## config.mk

```make
export PLATFORM = sky130hd
export DESIGN_NAME = mdu_seq
export DESIGN_NICKNAME = d
export VERILOG_FILES = /design/src/rtl/mdu_seq.sv
export SDC_FILE = /design/constraint.sdc
export NUM_CORES = 2
export LEC_CHECK = 0
export ABC_AREA = 1
export CORE_MARGIN = 4
export CORE_UTILIZATION = 40
export DETAILED_ROUTE_END_ITERATION = 12
export PLACE_DENSITY = 0.63
export REMOVE_ABC_BUFFERS = 1
export SYNTH_ARGS = -nofsm -noshare
export SYNTH_HDL_FRONTEND = slang
export SYNTH_SLANG_ARGS = --single-unit
```

## constraint.sdc

```tcl
create_clock -name clk_i -period 12.6 [get_ports clk_i]
set_input_delay 1.89 -clock clk_i [delete_from_list [all_inputs] [get_ports clk_i]]
set_output_delay 1.89 -clock clk_i [all_outputs]
set_load 0.005 [all_outputs]
```

## src/rtl/mdu_seq.sv

```systemverilog
// mdu_seq: sequential RISC-V M-extension unit.
// Multiplies complete one cycle after accept. Divides use a restoring
// shift-subtract loop that produces one quotient bit per cycle, followed by a
// sign fix-up cycle. Divide-by-zero and signed overflow finish in one cycle.
//
// Ports
//   clk_i        clock, all state updates on the rising edge
//   rst_i        synchronous active-high reset
//   req_i        operation request
//   operator_i   funct3: MUL, MULH, MULHSU, MULHU, DIV, DIVU, REM, REMU
//   operand_a_i  rs1 (dividend / multiplicand)
//   operand_b_i  rs2 (divisor / multiplier)
//   kill_i       flush, aborts any in-flight operation
//   ready_o      a request can be accepted this cycle
//   busy_o       divide in progress (stall request)
//   valid_o      result_o valid this cycle (one-cycle pulse)
//   result_o     result, held until the next operation completes
module mdu_seq #(
  parameter int WORD_WIDTH = 32
) (
  input  logic                  clk_i,
  input  logic                  rst_i,
  input  logic                  req_i,
  input  logic [2:0]            operator_i,
  input  logic [WORD_WIDTH-1:0] operand_a_i,
  input  logic [WORD_WIDTH-1:0] operand_b_i,
  input  logic                  kill_i,
  output logic                  ready_o,
  output logic                  busy_o,
  output logic                  valid_o,
  output logic [WORD_WIDTH-1:0] result_o
);

  localparam int W = WORD_WIDTH;

  typedef enum logic [1:0] {S_IDLE, S_DIV, S_FIXUP, S_DONE} state_t;

  state_t         state_q, state_d;
  logic [4:0]     cnt_q;
  logic           is_rem_q, is_sgn_q, neg_a_q, neg_b_q;
  logic [W-1:0]   quo_q, rem_q, dvs_q, result_q;

  function automatic logic [W-1:0] negate(input logic [W-1:0] x);
    return ~x + W'(1);
  endfunction

  function automatic logic [W-1:0] magnitude(input logic [W-1:0] x, input logic sgn);
    return (sgn && x[W-1]) ? negate(x) : x;
  endfunction

  logic accept, is_div, div_sgn, div_zero, div_ovf;

  assign ready_o  = (state_q == S_IDLE) || (state_q == S_DONE);
  assign busy_o   = (state_q == S_DIV) || (state_q == S_FIXUP);
  assign valid_o  = (state_q == S_DONE);
  assign result_o = result_q;

  assign accept   = req_i && ready_o && !kill_i;
  assign is_div   = operator_i[2];
  assign div_sgn  = !operator_i[0];
  assign div_zero = (operand_b_i == '0);
  assign div_ovf  = div_sgn && (operand_a_i == {1'b1, {(W-1){1'b0}}})
                  && (operand_b_i == {W{1'b1}});

  // Multiply: operands sign- or zero-extended to 2W, product kept mod 2^2W.
  logic               mul_a_sgn, mul_b_sgn;
  logic signed [2*W-1:0] mul_a, mul_b, mul_p;
  logic [W-1:0]       mul_res;

  assign mul_a_sgn = (operator_i[1:0] != 2'b11);
  assign mul_b_sgn = (operator_i[1] == 1'b0);
  assign mul_a     = {{W{mul_a_sgn & operand_a_i[W-1]}}, operand_a_i};
  assign mul_b     = {{W{mul_b_sgn & operand_b_i[W-1]}}, operand_b_i};
  assign mul_p     = mul_a * mul_b;
  assign mul_res   = (operator_i[1:0] == 2'b00) ? mul_p[W-1:0] : mul_p[2*W-1:W];

  // Restoring divide step: shift the next dividend bit into the partial
  // remainder and subtract the divisor when it fits.
  logic [W:0] shift_rem, diff;
  assign shift_rem = {rem_q, quo_q[W-1]};
  assign diff      = shift_rem - {1'b0, dvs_q};

  always_comb begin
    state_d = state_q;
    case (state_q)
      S_IDLE, S_DONE: begin
        if (accept)
          state_d = (!is_div || div_zero || div_ovf) ? S_DONE : S_DIV;
        else if (state_q == S_DONE)
          state_d = S_IDLE;
      end
      S_DIV:   if (cnt_q == 5'd31) state_d = S_FIXUP;
      S_FIXUP: state_d = S_DONE;
      default: state_d = S_IDLE;
    endcase
    if (kill_i) state_d = S_IDLE;
  end

  always_ff @(posedge clk_i) begin
    if (rst_i) begin
      state_q  <= S_IDLE;
      cnt_q    <= '0;
      is_rem_q <= 1'b0;
      is_sgn_q <= 1'b0;
      neg_a_q  <= 1'b0;
      neg_b_q  <= 1'b0;
      quo_q    <= '0;
      rem_q    <= '0;
      dvs_q    <= '0;
      result_q <= '0;
    end else begin
      state_q <= state_d;
      if (kill_i) begin
        cnt_q <= '0;
      end else if (accept) begin
        // Accept: capture operation, resolve single-cycle results.
        is_rem_q <= operator_i[1];
        is_sgn_q <= div_sgn;
        neg_a_q  <= operand_a_i[W-1];
        neg_b_q  <= operand_b_i[W-1];
        cnt_q    <= '0;
        if (!is_div)
          result_q <= mul_res;
        else if (div_zero)
          result_q <= operator_i[1] ? operand_a_i : {W{1'b1}};
        else if (div_ovf)
          result_q <= operator_i[1] ? '0 : operand_a_i;
        else begin
          quo_q <= magnitude(operand_a_i, div_sgn);
          dvs_q <= magnitude(operand_b_i, div_sgn);
          rem_q <= '0;
        end
      end else if (state_q == S_DIV) begin
        // Iterate: one quotient bit per cycle.
        if (!diff[W]) begin
          rem_q <= diff[W-1:0];
          quo_q <= {quo_q[W-2:0], 1'b1};
        end else begin
          rem_q <= shift_rem[W-1:0];
          quo_q <= {quo_q[W-2:0], 1'b0};
        end
        cnt_q <= cnt_q + 5'd1;
      end else if (state_q == S_FIXUP) begin
        // Fix-up: restore signs; quotient truncates toward zero.
        if (is_rem_q)
          result_q <= (is_sgn_q && neg_a_q) ? negate(rem_q) : rem_q;
        else
          result_q <= (is_sgn_q && (neg_a_q != neg_b_q)) ? negate(quo_q) : quo_q;
      end
    end
  end

endmodule

```

==> qor.csv <==
stage,metric,value,unit
critical_path,crit_top_cell,nand2_1,
logic_synthesis,ys_seq_area_share,5.32,%
logic_synthesis,ys_types,53,
sta,drv_slew,0,
cts,htree_num_levels,4,
placement,io_buffer_count,105,
global_route,grt_pass1_vias,47500,
sta,period_needed,11040,ps
logic_synthesis,synth_compound_area_share,7.49,%
logic_synthesis,synth_area_per_cell,7.29,um2
logic_synthesis,async_flop_share,0,%
logic_synthesis,synth_top_family_by_area,adder cells,
floorplan,core,130000,um2
logic_synthesis,synthesis.area,52300,um2
cts,cts-root-buf,clkbuf_16,
critical_path,r2r_setup_slack,8530,ps
cts,clkLatencyLatePin,450,ps
global_route,grt_overflow_total,0,
cts,clock_path_buffers,2,
logic_synthesis,yosys-top-cells-area,"fa_1 43%, nand2_1 14%, inv_1 13%",
sta,rsz0062_at_grt,false,
logic_synthesis,netlist_top_cells_count,"1896 x nand2_1, 1823 x inv_1, 1126 x fa_1",
final_layout,fill_cells,13500,
final_layout,multiInputGateArea,41100,um2
sta,relSlewSlack,23.1,%
logic_synthesis,yosysMostFrequentCell,nand2_1,
drt,drtPass1Iterations,6,
cts,cts_tree,done,
placement,dpl_cell_area,54500,um2
final_layout,final_net_count,8480,
floorplan,die_w,370,um
cts,post_cts_buffers,0,
global_route,grt_max_degree,70,
global_route,antenna_found_initial,3,
critical_path,r2r_end,quo_q[31],
logic_synthesis,synth-edff-count,0,
sta,tns,0,ps
drt,drt_iter0_markers,3807,
floorplan,dieArea,137000,um2
floorplan,die_y,370,um
placement,gp_congestion,0.997,
final_layout,final_layout_size_suffix_gt1_share,3.00,%
drt,wl,180000,um
critical_path,startpoint_type,input pin,
critical_path,slowest_stage,fa_1,
logic_synthesis,yosys_warnings,0,
logic_synthesis,synth_top_area_share,43.1,%
drt,num_vias,45800,
logic_synthesis,synth_ff_type,dfxtp_1,
drt,post-route-drc-count,0,
final_layout,fin_area,55100,um2
logic_synthesis,syn-instance-count,7172,
drt,vias_per_cell,5.21,
logic_synthesis,synth_xor_xnor_area_share,1.36,%
job,cap_violations,0,
critical_path,max_stage_delay,800,ps
logic_synthesis,synthSimpleGateAreaFrac,20.1,%
critical_path,rr_worst_depth,10,
critical_path,r2r-start,state_q[0],
cts,path_clk_slew,70,ps
critical_path,worstPathMaxFanout,34,
sta,max_freq,0.0906,GHz
cts,ctsResizeCount,0,
critical_path,crit_arrival,11340,ps
sta,fin_crit_sh,87.6,%
floorplan,start_util,40.3,%
logic_synthesis,synth-seq-cells,139,
cts,postCtsHoldBufs,0,
drt,antenna_left,0,
cts,clkSinkCount,139,
final_layout,syn_to_final_growth,5.30,%
critical_path,path_class,input pin to flop,
critical_path,end_kind,flop,
sta,worstMarginPinSlew,1150,ps
min_path,min_to,result_o[11],
floorplan,rows,132,
floorplan,ios,106,
sta,finalSetupViolCount,0,
min_path,hold_start,result_o[11],
logic_synthesis,synth.mux.area_fraction,0,%
cts,cts_made_buffers,17,
global_route,grt_pass1_wl,282000,um
min_path,hold_depth,2,
critical_path,required,12900,ps
sta,finalClockSkew,10.5,ps
placement,dp_hpwl,149000,um
global_route,grt.total_usage,26.7,%
sta,hold_viol,0,
min_path,hp-class,flop to flop,
final_layout,seq_area,2780,um2
logic_synthesis,synthAdderAreaFrac,49.8,%
status,status,finished clean,
logic_synthesis,synth_area_leader_cell,fa_1,
drt,wl_per_cell,20.5,um
## cell type report
class	count	area share (%)
tap	1742	3.96
antenna	2	0.00909
clock inverter	13	0.248
timing repair buffer	195	2.65
multi-input combinational	4837	74.7
sequential	139	5.05
clock buffer	19	0.805
inverter	1838	12.5
## critical path: cells and delay by family
family,cells,cell delay [ps]
buf+inv,12,2450
compound gates,1,50
simple gates,16,1860
fa+ha+maj,9,5090
## how the worst max path moves through the flow
stage	startpoint	endpoint
after floorplan	operator_i[1]	result_o[19]
after global placement	operator_i[1]	result_o[30]
after detailed placement	operator_i[1]	result_o[28]
after CTS	operator_i[1]	result_o[28]
after global routing	operator_i[1]	result_o[22]
final	operator_i[1]	result_o[22]
## state kept, by name, indices dropped and copies added, names as in the netlist
| name | cells |
|---|---|
| dvs_q | 32 |
| quo_q | 32 |
| rem_q | 32 |
| result_o | 32 |
| cnt_q | 5 |
| state_q | 2 |
| is_rem_q | 1 |
| is_sgn_q | 1 |
| neg_a_q | 1 |
| neg_b_q | 1 |
## metal layers
metal	vias up	global-route usage, %	part of all wire, %
met5	-	0	0.0039
met2	1896	43.5	46
met1	23000	37.6	44
met3	234	4.37	7.9
li1	20700	-	-
met4	2	5.74	2.3
## layout by cell type (no fill, tap or decap), types with 56 or more instances in the layout
cell / instances
o21ai_0: 264
xor2_1: 60
ha_1: 255
buf_4: 89
fa_1: 1126
buf_2: 56
nand3_1: 219
nor2_1: 365
inv_1: 1822
dfxtp_1: 139
a21oi_1: 341
nand2_1: 1896
## kinds of logic after synthesis
logic type / after synthesis
simple gates: 2619
fa+ha+maj: 1411
buf+inv: 2196
xor+xnor: 81
compound gates: 726
flops: 139
## through the flow
step	worst slack (ps)	hold WS, ps	utilization, %	std cells
final	1560	468	42.5	8785
after global placement	1230	448	42.0	8751
after floorplan	2410	435	-	6814
after CTS	1560	470	42.5	8783
after global routing	901	495	42.5	8783
after detailed placement	1090	459	42.0	8751
Power is left out: the tool's default activity adds up to more than one toggle a clock period on the data nets, which glitch-free logic cannot reach.
